**src/rtl/slot_pkg.sv**
```systemverilog
// Shared types and helpers for the one-hot slot link receiver: FSM states,
// default geometry and the slot-bus classifier.
package slot_pkg;

    localparam int N_SLOTS_DEF = 8;
    localparam int SLOT_W_DEF  = 3;
    localparam int MAX_SLOTS   = 64;

    typedef enum logic {
        HUNT = 1'b0,
        LOCK = 1'b1
    } state_t;

    typedef enum logic [1:0] {
        CLS_ZERO  = 2'd0,
        CLS_HOT   = 2'd1,
        CLS_MULTI = 2'd2
    } slot_kind_t;

    // A bus value is one-hot when clearing its lowest set bit leaves nothing.
    function automatic slot_kind_t classify_kind(input logic [MAX_SLOTS-1:0] bus);
        slot_kind_t kind;
        if (bus == '0)
            kind = CLS_ZERO;
        else if ((bus & (bus - MAX_SLOTS'(1))) == '0)
            kind = CLS_HOT;
        else
            kind = CLS_MULTI;
        return kind;
    endfunction

    // Position of the highest set bit; only meaningful for a HOT sample.
    function automatic int onehot_index(input logic [MAX_SLOTS-1:0] bus);
        int idx;
        idx = 0;
        for (int i = 0; i < MAX_SLOTS; i++) begin
            if (bus[i])
                idx = i;
        end
        return idx;
    endfunction

endpackage

```
**src/rtl/slot_counter.sv**
```systemverilog
// Loadable modulo-N_SLOTS slot counter tracking the transmitter's slot phase.
module slot_counter #(
    parameter int N_SLOTS = 8,
    parameter int SLOT_W  = 3
) (
    input  logic              CLK,
    input  logic              RST,
    input  logic              LOAD,
    input  logic [SLOT_W-1:0] LOAD_VAL,
    input  logic              INC,
    output logic [SLOT_W-1:0] SLOT
);

    always_ff @(posedge CLK) begin
        if (RST)
            SLOT <= '0;
        else if (LOAD)
            SLOT <= LOAD_VAL;
        else if (INC)
            SLOT <= (SLOT == SLOT_W'(N_SLOTS - 1)) ? '0 : SLOT + SLOT_W'(1);
    end

endmodule

```
**src/rtl/onehot_slot_deserializer.sv**
```systemverilog
// Receive end of the one-hot time-slot link: locks to the slot phase, rebuilds
// each N_SLOTS-bit word and flags/counts protocol violations.
module onehot_slot_deserializer
    import slot_pkg::*;
#(
    parameter int N_SLOTS = N_SLOTS_DEF,
    parameter int SLOT_W  = SLOT_W_DEF,
    parameter int ERR_W   = 8
) (
    input  logic               CLK,
    input  logic               RST,
    input  logic [N_SLOTS-1:0] O_8,
    output logic [N_SLOTS-1:0] D_8,
    output logic               VALID,
    output logic               LOCKED,
    output logic               ERR,
    output logic [ERR_W-1:0]   ERR_CNT
);

    state_t             state_reg, state_next;
    logic [N_SLOTS-1:0] acc_reg, acc_next, acc_upd;
    logic [N_SLOTS-1:0] d_reg, d_next;
    logic               frame_ok_reg, frame_ok_next;
    logic               valid_reg, valid_next;
    logic               err_reg, err_next;
    logic [ERR_W-1:0]   err_cnt_reg;

    slot_kind_t         kind;
    logic [SLOT_W-1:0]  hot_p;
    logic [SLOT_W-1:0]  slot;
    logic               load, inc;
    logic               cur_bit, legal, at_last, hot_last;

    assign kind     = classify_kind(MAX_SLOTS'(O_8));
    assign hot_p    = SLOT_W'(onehot_index(MAX_SLOTS'(O_8)));
    assign cur_bit  = (kind == CLS_HOT);
    assign legal    = (kind == CLS_ZERO) || ((kind == CLS_HOT) && (hot_p == slot));
    assign at_last  = (slot == SLOT_W'(N_SLOTS - 1));
    assign hot_last = (hot_p == SLOT_W'(N_SLOTS - 1));

    slot_counter #(
        .N_SLOTS (N_SLOTS),
        .SLOT_W  (SLOT_W)
    ) u_slot_counter (
        .CLK      (CLK),
        .RST      (RST),
        .LOAD     (load),
        .LOAD_VAL (hot_p + SLOT_W'(1)),
        .INC      (inc),
        .SLOT     (slot)
    );

    // Accumulator with the current sample's bit written into the current slot.
    generate
        for (genvar gi = 0; gi < N_SLOTS; gi++) begin : g_acc
            assign acc_upd[gi] = (slot == SLOT_W'(gi)) ? cur_bit : acc_reg[gi];
        end
    endgenerate

    // frame_ok marks that the accumulator has been filled from slot 0, so a
    // lock landing exactly on the last slot makes the very next frame usable.
    always_comb begin
        state_next    = state_reg;
        acc_next      = acc_reg;
        d_next        = d_reg;
        frame_ok_next = frame_ok_reg;
        valid_next    = 1'b0;
        err_next      = 1'b0;
        load          = 1'b0;
        inc           = 1'b0;
        case (state_reg)
            HUNT: begin
                if (kind == CLS_HOT) begin
                    load          = 1'b1;
                    acc_next      = '0;
                    frame_ok_next = hot_last;
                    state_next    = LOCK;
                end else if (kind == CLS_MULTI) begin
                    err_next = 1'b1;
                end
            end
            LOCK: begin
                if (legal) begin
                    inc      = 1'b1;
                    acc_next = acc_upd;
                    if (at_last) begin
                        frame_ok_next = 1'b1;
                        if (frame_ok_reg) begin
                            valid_next = 1'b1;
                            d_next     = acc_upd;
                        end
                    end
                end else if (kind == CLS_HOT) begin
                    err_next      = 1'b1;
                    load          = 1'b1;
                    acc_next      = '0;
                    frame_ok_next = hot_last;
                end else begin
                    err_next      = 1'b1;
                    frame_ok_next = 1'b0;
                    state_next    = HUNT;
                end
            end
            default: state_next = HUNT;
        endcase
    end

    always_ff @(posedge CLK) begin
        if (RST) begin
            state_reg    <= HUNT;
            acc_reg      <= '0;
            d_reg        <= '0;
            frame_ok_reg <= 1'b0;
            valid_reg    <= 1'b0;
            err_reg      <= 1'b0;
            err_cnt_reg  <= '0;
        end else begin
            state_reg    <= state_next;
            acc_reg      <= acc_next;
            d_reg        <= d_next;
            frame_ok_reg <= frame_ok_next;
            valid_reg    <= valid_next;
            err_reg      <= err_next;
            if (err_next && (err_cnt_reg != {ERR_W{1'b1}}))
                err_cnt_reg <= err_cnt_reg + ERR_W'(1);
        end
    end

    assign D_8     = d_reg;
    assign VALID   = valid_reg;
    assign LOCKED  = (state_reg == LOCK);
    assign ERR     = err_reg;
    assign ERR_CNT = err_cnt_reg;

endmodule

```
**config.mk**
```make
export PLATFORM = sky130hd
export DESIGN_NAME = onehot_slot_deserializer
export DESIGN_NICKNAME = d
export VERILOG_FILES = /design/src/rtl/slot_pkg.sv /design/src/rtl/slot_counter.sv /design/src/rtl/onehot_slot_deserializer.sv
export SDC_FILE = /design/constraint.sdc
export NUM_CORES = 1
export LEC_CHECK = 0
export ABC_AREA = 1
export BUFFER_PORTS_ARGS = -buffer_cell sky130_fd_sc_hd__buf_2
export CAP_MARGIN = 20
export CORE_ASPECT_RATIO = 0.5
export CORE_MARGIN = 3
export CORE_UTILIZATION = 56
export DETAILED_ROUTE_END_ITERATION = 6
export GPL_TIMING_DRIVEN = 0
export PLACE_DENSITY = 0.79
export SETUP_SLACK_MARGIN = 0.02
export SLEW_MARGIN = 20
export SYNTH_ARGS = -nofsm -noshare
export SYNTH_HDL_FRONTEND = slang
export SYNTH_SLANG_ARGS = --single-unit
```
**constraint.sdc**
```tcl
create_clock -name CLK -period 2.2 [get_ports CLK]
set_input_delay 0.44 -clock CLK [delete_from_list [all_inputs] [get_ports CLK]]
set_output_delay 0.44 -clock CLK [all_outputs]
set_load 0.02 [all_outputs]
```
==> results.md, run 1 <==
- The final total power is 1.127 mW.
- From synthesis to final layout, the design area changed by 15.93%.
- The clock tree synthesis step divided the H-tree into 2 levels.
- The detailed router's first-iteration violation count is 150.
- The number of different library cells used by synthesis comes to 29.
- The die is 85.44 µm wide.
- Along the worst hold path, the cell count comes to 2.
- The number of instances resized during post-cts repair is 0.
- The post-route DRC violation count is 0.
- The number of global-route vias before repair is 1482.
- The total routing usage reported by global routing is 0.2160.
- The first global-routing pass estimated 6527 µm of wire.
- The number of warnings issued by yosys is 0.
- Data on the critical path arrives at its endpoint at 1.94 ns.
- The wire length after detailed routing is 3800 µm.
- The number of nets in the synthesized netlist is 265.
- STA classifies the critical path endpoint as a flop.
- Using the TritonRoute via totals, the vias-per-cell ratio works out to 5.232.
- The type of origin of the critical path is a flop.
- Between clock sinks in the finished design, the worst skew comes to 0.004454 ns.
- The detailed router placed 1669 vias in this run.
- By startpoint and endpoint, the worst setup path is classified as reg2reg.
- The number of I/O pins is 29.
- For this configuration, the core starts out at a cell density of 0.6315.
- The number of buffers on the longest clock path is 2.
- IR analysis of the VDD net gives a maximum drop of 471.2 µV.
- The detailed-router iteration count before antenna repair is 4.
- The fraction of final layout cells with drive strength greater than 1 is 0.2092.
- The maximum number of pins on one net before global-route repair is 11.
- The post-synthesis instance total is 246.
- The remaining global-route overflow is 0.
- Static timing analysis puts the maximum clock frequency at 0.5589 GHz.
- Among the stages of the critical path, the cell type that occurs most often is nand2_1.
- The number of nets in the finished design is 300.
- At the worst endpoint, the required time is 2.35 ns.
- The later-pin clock latency in the skew report is 0.28 ns.
- On the worst path, the slowest cell contributes a delay of 0.46 ns.
- The biggest fanout along the worst timing path is 10.
- The power density of the placed cells is 550.1 nW/µm².
- The CTS root buffer is clkbuf_8.
- The clock tree from TritonCTS is yes.
- The finished cells cover 2048 µm².
- The clock edge transition at the registers on the reported setup and hold paths is 0.07 ns.
- The initialized floorplan defines 13 standard-cell rows.
- After filler insertion, the fill cell instance count of the layout stands at 232.
- The flow ran to the end, and the final reports show no timing, DRC or antenna violations.
- The signal on the critical path passes through inv_1 > nand3_1 > nand2_1 > nand2_1 > nor2_1 > nand3_2 > nand2_4 > o21ai_4 > nand2_2 > nand2_1 > a21oi_1.
- A synthesized cell averages 7.182 µm².
- Setup repair after global routing left no endpoint under its margin.
- The analysis attributes to cell leakage a power of 1.025 nW.
- The cell count of the worst reg-to-reg path is 11.
- The slowest stage of the critical path is the dfxtp_1 cell.
- The count of buffers added on input and output ports is 28.
- The class of the tightest hold or removal check is in2reg.
- The total standard cell area after synthesis is 1767 µm².
- The part of the Yosys area used for sequential elements is 0.3399.
- The library cells used most frequently in the layout, excluding fill and tap cells, are 66 x nand2_1, 30 x dfxtp_1, 28 x buf_2.
- The part of the cycle the worst path needs is 0.8133.
- The number of antenna violations at the first check in global routing is 0.
- The wire-length estimate of the detail-placed layout is 2834 µm.
- The core region is 2798 µm².
- The final hold violation count was 0.
- The number of setup buffers added after CTS is 0.
- The residual antenna-violating net count after detailed routing is 0.
- The most common cell after layout, fill and taps aside is nand2_1.
- Headroom to the max-slew limit came out at 0.6954.
- After clock tree synthesis, the flow added hold-fix buffers numbering 0.
- The number of storage elements in the synthesis netlist is 30.
- The post-detailed-route wirelength per cell is 11.91 µm.
- The number of diodes is 0.
- The tool flagged a number of max-cap violations equal to 0.
- The final number of max-transition violations is 0.
- The CTS sink count is 30.
- The congestion estimate from routability-driven global placement came to 0.8550.
- The number of setup violations in the final report is 0.
- Counting the buffers created by CTS gives 5.
- The post-layout minimum cycle time is 1.789 ns.
- The total cell area at the placement stage is 1953 µm².
- The total negative setup slack is 0 ns.
- Once routing completed, OpenROAD measured the worst setup slack at 0.4108 ns.
- For the pin with the worst max-slew slack, the measured transition is 0.4569 ns.
- Measured along the y axis, the die boundary spans 45.72 µm.
- Before CTS, the worst setup slack after placement is 0.1885 ns.
- The area of the die is 3906 µm².
-- routing by layer --
metal / vias up / global-route usage / routed length, µm
met4: 0 / 0.05678 / 35
met1: 747 / 0.2981 / 1945
met3: 8 / 0.06137 / 249
li1: 868 / - / -
met2: 46 / 0.3364 / 1570
met5: - / 0 / 0
-- cells in the mapped netlist --
cell	count	area (µm²)
nand2_1	66	247.7
dfxtp_1	30	600.6
a21oi_1	23	115.1
inv_1	23	86.33
nand3_1	23	115.1
nor2_1	19	71.32
ha_1	9	112.6
o21ai_1	5	25.02
buf_6	4	45.04
mux2i_1	4	40.04
nand2_2	4	25.02
nor2_2	4	25.02
o211a_1	4	40.04
nor2_4	3	33.78
o21ai_0	3	15.01
xnor2_1	3	26.28
xor2_1	3	26.28
clkbuf_1	2	7.510
inv_2	2	7.510
nand2_4	2	22.52
nand3b_1	2	15.01
a21oi_2	1	8.760
clkinv_1	1	3.750
inv_4	1	6.260
nand3_2	1	10.01
nand4_1	1	6.260
nor3_1	1	5.000
o21ai_4	1	16.27
o21bai_1	1	7.510
-- where the power goes --
part	leakage, nW	internal [mW]	switching (mW)
sequential	0.243	0.550	0.00714
combinational	0.735	0.0354	0.0610
clock	0.0472	0.251	0.222
-- logic make-up after synthesis --
group	count (synthesis)	share of synthesized area
simple gates	126	0.3265
fa+ha+maj	9	0.06374
xor+xnor	6	0.02975
flops	30	0.3399
compound gates	38	0.1289
buf+inv	33	0.08853
mux	4	0.02266
-- metrics by stage --
step                        util  hold slack [ns]  std cells
final                     0.7321           0.3706        319
after global routing      0.7321           0.3746        319
after CTS                 0.7321           0.3682        319
after detailed placement  0.6981           0.4428        311
after global placement    0.6981           0.4359        311
after floorplan                -           0.4255        246
-- layout make-up --
| type | count | area [µm²] | share of cell area |
|---|---|---|---|
| plain buffers | 6 | 52.55 | 0.02566 |
| clock buffers | 6 | 82.58 | 0.04032 |
| clock inverters | 2 | 12.51 | 0.006109 |
| flip-flops and latches | 30 | 600.6 | 0.2932 |
| inverters | 27 | 103.9 | 0.05070 |
| repair buffers | 28 | 140.1 | 0.06842 |
| well taps | 37 | 46.29 | 0.02260 |
| multi-input cells | 183 | 1010 | 0.4930 |
-- final timing paths --
check                    startpoint  slack [ns]      endpoint
min reg2reg            frame_ok_reg        0.45  frame_ok_reg
max          u_slot_counter.SLOT[2]        0.41    ERR_CNT[0]
max reg2reg  u_slot_counter.SLOT[2]        0.41    ERR_CNT[0]
min                             RST        0.37    ERR_CNT[4]
-- worst max-delay path: cells and delay by family, from the launching register on --
family	cells	cell delay, ns
simple gates	8	0.72
flops	1	0.46
compound gates	2	0.34
buf+inv	1	0.15
Power figures use the tool's default switching activity.
==> inputs of run 2 (changes only) <==
--- a/config.mk
+++ b/config.mk
@@ -10,10 +10,10 @@
 export CAP_MARGIN = 20
 export CORE_ASPECT_RATIO = 0.5
 export CORE_MARGIN = 3
-export CORE_UTILIZATION = 56
+export CORE_UTILIZATION = 50
 export DETAILED_ROUTE_END_ITERATION = 6
 export GPL_TIMING_DRIVEN = 0
-export PLACE_DENSITY = 0.79
+export PLACE_DENSITY = 0.75
 export SETUP_SLACK_MARGIN = 0.02
 export SLEW_MARGIN = 20
 export SYNTH_ARGS = -nofsm -noshare
==> constraint.sdc (replaced) <==
create_clock -name CLK -period 1.5 [get_ports CLK]
set_input_delay 0.3 -clock CLK [delete_from_list [all_inputs] [get_ports CLK]]
set_output_delay 0.3 -clock CLK [all_outputs]
set_load 0.02 [all_outputs]
==> run 2 against run 1 <==
Against the previous run: the run now ends with negative setup slack left; non-clock buffer count is 13 higher; global-route usage decreased by 2.0 points; design area up 14%; critical path depth is 1 higher; first-iteration DRC count fell by 57%; worst hold slack got worse by 0.081 ns.
==> results.md, run 2 (synthesized netlist as in run 1, its figures left out) <==
- The later-pin clock latency in the skew report is 0.28 ns (about the same).
- The fraction of final layout cells with drive strength greater than 1 is 0.3492 (+0.1399).
- The number of port buffers is 28 (unchanged).
- The area of all placed cells without fillers is 2335 µm² (+14%).
- The area of the die was 4326 µm² (+11%).
- The worst ir drop on vdd is 492.1 µV (+4.4%).
- The path class of the tightest hold or removal check is in2reg.
- The number of fill cells came to 251 (+8.2%).
- Setup repair after global routing could not meet its margin everywhere.
- Leaving out fill and tap cells, the most frequent cells in the layout are 59 x nand2_1, 25 x buf_2, 24 x dfxtp_1.
- The CTS sink count was 30 (unchanged).
- The total number of vias is 1706 (+2.2%).
- The number of diodes is 0 (unchanged).
- The wire length after detailed routing is 4105 µm (+8.0%).
- The type of the worst setup path is reg2reg.
- The total negative setup slack was -1.026 ns (-1.026 ns).
- The maximum clock frequency is 0.6340 GHz (+13%).
- The number of setup violations in the final report came to 19 (+19).
- The cell count of the worst reg-to-reg path is 12 (+1).
- The detailed router's first-iteration violation count is 65 (-57%).
- The wire length of the first global-routing pass came to 6534 µm (+0.11%).
- The number of cells on the critical path was 12 (+1).
- The detailed-router iteration count before antenna repair is 4 (unchanged).
- The leakage dissipation was 1.096 nW (+7.0%).
- The instance count after placement with tap cells included is 322 (+3.5%).
- The worst reg-to-reg setup slack is -0.08 ns (-0.49 ns).
- The final number of max-transition violations is 0 (unchanged).
- STA classifies the critical path endpoint as a flop.
- Broken down by cell family, the worst path's largest delay share belongs to simple AND/OR/NAND/NOR gates.
- The run finished, with violations left.
- The part of the cycle the worst path needs is 1.052 (+0.2383).
- The half-perimeter wire length after placement is 2736 µm (-3.5%).
- The slowest cell on the critical path is dfxtp_4.
- The number of buffers inserted by hold repair at cts is 0 (unchanged).
- The number of I/O pins is 29 (unchanged).
- The transition at the pin with the smallest max-transition slack is 0.6573 ns (+0.2004 ns).
- The final worst clock skew is 0.004314 ns (-0.0001398 ns).
- The post-detailed-route wirelength per cell is 11.97 µm (+0.47%).
- TritonCTS built the clock tree.
- The capturing point of the worst reg2reg path is D_8[4].
- The post-route DRC violation count is 0 (unchanged).
- The placer congestion estimate came to 0.8726 (+2.1%).
- The multi-input gate area in the final layout came to 1145 µm² (+13%).
- The x dimension of the die is 90.07 µm (+5.4%).
- The most numerous cell type found on the critical path is nand2_1.
- The max-cap violation count is 0 (unchanged).
- The final core utilization came to 0.7323 (about the same).
- The power density of the placed cells is 710.7 nW/µm² (+29%).
- The area added between synthesis and finish is 32.15%.
- The slack of the critical path is -0.07740 ns (-0.4882 ns).
- The number of global-route vias before repair is 1539 (+3.8%).
- The routed via count divided by cell count was 4.974 (-4.9%).
- The starting utilization of the core area is 0.5542 (-0.07732).
- The footprint of the flip-flops and latches is 613.1 µm² (+2.1%).
- The clock edge transition at the registers on the reported setup and hold paths is 0.07 ns (about the same).
- The remaining global-route overflow is 0 (unchanged).
- The signal on the critical path passes through inv_4 > nand3_2 > nand2_1 > nand2_1 > nor2_2 > nand3_2 > nand2_4 > nand2_8 > nor2_4 > buf_6 > nand2_1 > o211a_1.
- In this run the critical register-to-register path is launched from u_slot_counter.SLOT[2].
- The number of placement rows is 14 (+1).
- The end point of the critical path is D_8[4].
- The final reports fail on negative setup slack.
- The number of clock buffers inserted by TritonCTS is 5 (unchanged).
- The most common cell after layout, fill and taps aside is nand2_1.
- The H-tree depth reported by CTS is 2 (unchanged).
- The total cell area at the placement stage is 1987 µm² (+1.7%).
- The total routing usage reported by global routing came to 0.1962 (-0.01974).
- The post-layout instance count excluding filler cells came to 343 (+7.5%).
- The final total power came to 1.659 mW (+47%).
- The core area is 3188 µm² (+14%).
- The post-layout minimum cycle time came to 1.577 ns (-0.2118 ns).
- The number of buffers and inverters on the critical path was 2 (+1).
- The maximum number of pins on one net before global-route repair is 11 (unchanged).
- The tree is rooted in a clkbuf_8.
- The largest stage delay on the critical path is 0.36 ns (-0.10 ns).
- The residual antenna-violating net count after detailed routing is 0 (unchanged).
- The die outline height is 48.03 µm (+5.1%).
- The data required time of the worst path is 1.67 ns (-0.68 ns).
- The number of buffers on the longest clock path is 2 (unchanged).
- The worst slack at placement is -0.3472 ns (-0.5358 ns).
- The number of antenna violations at the first check in global routing is 0 (unchanged).
- STA classifies the critical path startpoint as a flop.
- The number of nets in the finished design came to 313 (+4.3%).
- The worst endpoint data arrival time was 1.75 ns (-0.19 ns).
- The relative slew slack is 0.5618 (-0.1336).
- In this run the worst setup path begins at u_slot_counter.SLOT[2].
- The biggest fanout along the worst timing path is 5 (-5).
- The final hold violation count is 0 (unchanged).
- The worst hold slack after final layout was 0.2891 ns (-0.08141 ns).
## run 2: metal layers
metal  track usage  wire length [µm]
met1        0.2335              1925
met2        0.3521              1914
met3       0.04082               184
met4        0.1125                80
met5             0                 0
## run 2: where the power goes
| part | internal, mW | leakage (nW) | total (mW) | switching [mW] |
|---|---|---|---|---|
| Clock | 0.369 | 0.0482 | 0.668 | 0.298 |
| Combinational | 0.0692 | 0.802 | 0.172 | 0.103 |
| Sequential | 0.806 | 0.246 | 0.820 | 0.0134 |
## run 2: area by class of cell
| cell class | count | share of cell area |
|---|---|---|
| Sequential cell | 30 | 0.2626 |
| Buffer | 6 | 0.02251 |
| Timing Repair Buffer | 41 | 0.1131 |
| Clock buffer | 7 | 0.03698 |
| Tap cell | 48 | 0.02572 |
| Clock inverter | 1 | 0.002144 |
| Multi-Input combinational cell | 183 | 0.4904 |
| Inverter | 27 | 0.04662 |
## run 2: what timing repair did
| action | CTS | global route |
|---|---|---|
| setup buffers | 9 | 2 |
| cloned | 2 | 0 |
| pin swaps | 7 | 16 |
| resized for setup | 17 | 32 |
| setup endpoints to repair | 29 | 30 |
## run 2: worst min-delay path by stage
stage                 start           end  slack [ns]  cells past startpoint
2_1_floorplan           RST    ERR_CNT[3]        0.37                      1
3_3_place_gp   frame_ok_reg  frame_ok_reg        0.44                      2
3_5_place_dp   frame_ok_reg  frame_ok_reg        0.45                      2
4_1_cts                 RST    ERR_CNT[4]        0.27                      2
5_1_grt                 RST    ERR_CNT[3]        0.27                      2
6_report                RST    ERR_CNT[3]        0.29                      2
==> inputs of run 3 (changes only) <==
--- a/config.mk
+++ b/config.mk
@@ -8,12 +8,14 @@
 export ABC_AREA = 1
 export BUFFER_PORTS_ARGS = -buffer_cell sky130_fd_sc_hd__buf_2
 export CAP_MARGIN = 20
+export CELL_PAD_IN_SITES_DETAIL_PLACEMENT = 1
+export CELL_PAD_IN_SITES_GLOBAL_PLACEMENT = 2
 export CORE_ASPECT_RATIO = 0.5
 export CORE_MARGIN = 3
-export CORE_UTILIZATION = 50
+export CORE_UTILIZATION = 28
 export DETAILED_ROUTE_END_ITERATION = 6
 export GPL_TIMING_DRIVEN = 0
-export PLACE_DENSITY = 0.75
+export PLACE_DENSITY_LB_ADDON = 0.1
 export SETUP_SLACK_MARGIN = 0.02
 export SLEW_MARGIN = 20
 export SYNTH_ARGS = -nofsm -noshare
==> run 3 against run 2 <==
Against the previous run: the run still ends with negative setup slack left; clock skew grew 0.0022 ns; utilization shrank 27 points; worst hold slack worse by 0.041 ns; fmax fell by 4.3%; critical path type is now in2reg; critical endpoint is now acc_reg[3]; highest routed layer unchanged.
==> results.md, run 3 (synthesized netlist as in run 1, its figures left out) <==
- The post-layout minimum cycle time is 1.648 ns (+0.07034 ns).
- The final core utilization was 0.4624 (-0.2699).
- The core area is 5777 µm² (+81%).
- The relative slew slack is 0.6527 (+0.09096).
- The worst endpoint data arrival time came to 1.86 ns (+0.11 ns).
- The post-route DRC violation count is 0 (unchanged).
- The total routing usage reported by global routing is 0.1540 (-0.04222).
- The share of power burned in the clock network is 0.535 (+0.133).
- Walking the worst path, the cells encountered are buf_6 > nor2_4 > inv_2 > o21ai_1 > nand2_1 > nor2_2 > nand2_4 > buf_12 > nor2_4 > inv_4 > buf_8 > a21oi_4 > o21ai_1 > nor2_1.
- The number of diodes is 0 (unchanged).
- The placer congestion estimate came to 0.7062 (-19%).
- The checks that failed: negative setup slack.
- The CTS sink count is 30 (unchanged).
- CTS placed an instance of clkbuf_16 at the clock tree root.
- The die outline height is 62.17 µm (+29%).
- STA classifies the critical path endpoint as a flop.
- The instance count after placement with tap cells included was 358 (+11%).
- The later-pin clock latency in the skew report came to 0.28 ns (about the same).
- The wire length after detailed routing is 5354 µm (+30%).
- The flow ran to the end, but the final reports show violations.
- The worst ir drop on vdd is 387.1 µV (-21%).
- The wire length of the first global-routing pass was 9059 µm (+39%).
- The setup path with the least slack is of type in2reg.
- In this run the worst hold path is classified as in2reg.
- The worst slack at placement came to -0.4162 ns (-0.06896 ns).
- The number of global-route vias before repair was 1832 (+19%).
- The final worst clock skew is 0.006476 ns (+0.002162 ns).
- The data required time of the worst path is 1.72 ns (+0.05 ns).
- The worst setup path is launched from an input port.
- The largest stage delay on the critical path is 0.17 ns (-0.19 ns).
- The maximum number of pins on one net before global-route repair came to 11 (unchanged).
- The fraction of final layout cells with drive strength greater than 1 is 0.4338 (+0.08462).
- The post-detailed-route wirelength per cell came to 13.87 µm (+16%).
- The biggest fanout along the worst timing path is 5 (unchanged).
- The clock edge transition at the registers on the reported setup and hold paths was 0.05 ns (-0.02 ns).
- The net switching share of the total power is 0.2226 (-0.02715).
- The power density of the placed cells is 827.1 nW/µm² (+16%).
- The routed via count divided by cell count came to 4.526 (-9.0%).
- The x dimension of the die is 118.3 µm (+31%).
- The slowest cell on the critical path is a21oi_4.
- The number of port buffers is 28 (unchanged).
- The detailed router's first-iteration violation count came to 67 (+3.1%).
- The post-layout instance count excluding filler cells is 386 (+13%).
- The number of buffers and inverters on the critical path is 5 (+3).
- The slack of the critical path is -0.1477 ns (-0.07034 ns).
- Setup repair after global routing could not meet its margin everywhere.
- The max-cap violation count is 0 (unchanged).
- The area of the die came to 7357 µm² (+70%).
- The starting utilization of the core area came to 0.3058 (-0.2483).
- The final number of max-transition violations is 0 (unchanged).
- The number of placement rows is 19 (+5).
- The worst hold slack after final layout is 0.2485 ns (-0.04064 ns).
- The relative contribution of sequential cells to total power was 0.371 (-0.123).
- The number of buffers inserted by hold repair at cts is 0 (unchanged).
- The worst reg-to-reg setup slack is -0.11 ns (-0.03 ns).
- The residual antenna-violating net count after detailed routing is 0 (unchanged).
- In the layout the commonest cells are 50 x nand2_1, 25 x dfxtp_1, 22 x buf_2.
- The number of buffers on the longest clock path was 2 (unchanged).
- The number of nets in the finished design is 321 (+2.6%).
- The combinational share of power is 0.094 (-0.010).
- Relative to the synthesized area, the layout overhead comes to 51.20%.
- The total net switching power came to 0.4919 mW (+19%).
- The detailed-router iteration count before antenna repair was 4 (unchanged).
- The half-perimeter wire length after placement is 3577 µm (+31%).
- The number of antenna violations at the first check in global routing is 0 (unchanged).
- The maximum clock frequency is 0.6069 GHz (-4.3%).
- The most common cell after layout, fill and taps aside is nand2_1.
- The internal power consumption is 1.718 mW (+38%).
- The transition at the pin with the smallest max-transition slack was 0.5209 ns (-0.1364 ns).
- The part of the cycle the worst path needs is 1.098 (+0.04689).
- The category of cells accounting for the largest share of critical-path delay is simple AND/OR/NAND/NOR gates.
- The total number of vias is 1747 (+2.4%).
- The number of I/O pins is 29 (unchanged).
- The H-tree depth reported by CTS is 2 (unchanged).
- The leakage dissipation came to 1.208 nW (+10%).
- The number of clock buffers inserted by TritonCTS was 5 (unchanged).
- TritonCTS built the clock tree.
- The remaining global-route overflow was 0 (unchanged).
- The number of setup violations in the final report is 19 (unchanged).
- The final hold violation count was 0 (unchanged).
==> run 3: per-stage QoR <==
step | setup TNS (ns) | power, mW | area [µm²]
floorplan | 0 | 0.9316 | 1787
global placement | -8.984 | 0.9839 | 2032
detailed placement | -10.06 | 0.9883 | 2032
CTS | -1.819 | 2.228 | 2497
global route | -4.188 | 2.314 | 2671
finish | -1.786 | 2.210 | 2671
==> run 3: final timing paths <==
path	startpoint	end	depth (start not counted)
setup / recovery	O_8[0]	acc_reg[3]	14
hold / removal	RST	ERR_CNT[3]	2
setup reg to reg	u_slot_counter.SLOT[2]	D_8[1]	13
hold reg to reg	frame_ok_reg	frame_ok_reg	2
==> run 3: routing by layer <==
layer / vias up / part of all wire / GRT usage
met3: 6 / 0.040 / 0.04352
met5: - / 0 / 0
met4: 0 / 0.010 / 0.04380
met2: 25 / 0.40 / 0.2232
met1: 812 / 0.55 / 0.2211
li1: 904 / - / -
==> run 3: power by group through the flow <==
stage	clock network, mW	logic [mW]	registers, mW
detailed placement	0	0.152	0.836
global route	1.26	0.233	0.820
global placement	0	0.149	0.835
finish	1.18	0.208	0.819
CTS	1.22	0.189	0.820
floorplan	0	0.0858	0.846
==> run 3: cell type report <==
cell class                 instances  area, µm²
buffer                             6      56.30
clock buffer                       6      138.9
clock inverter                     1      30.03
fill                             709       3105
inverter                          27      108.9
multi-input combinational        183       1221
sequential                        30      611.8
tap                               84      105.1
timing repair buffer              49      399.1
==> run 3: timing repair <==
action	in CTS	in global routing
pin swaps	22	25
buffers inserted	12	5
gates cloned	4	0
resized for setup	43	44
endpoints found under the setup margin	29	30
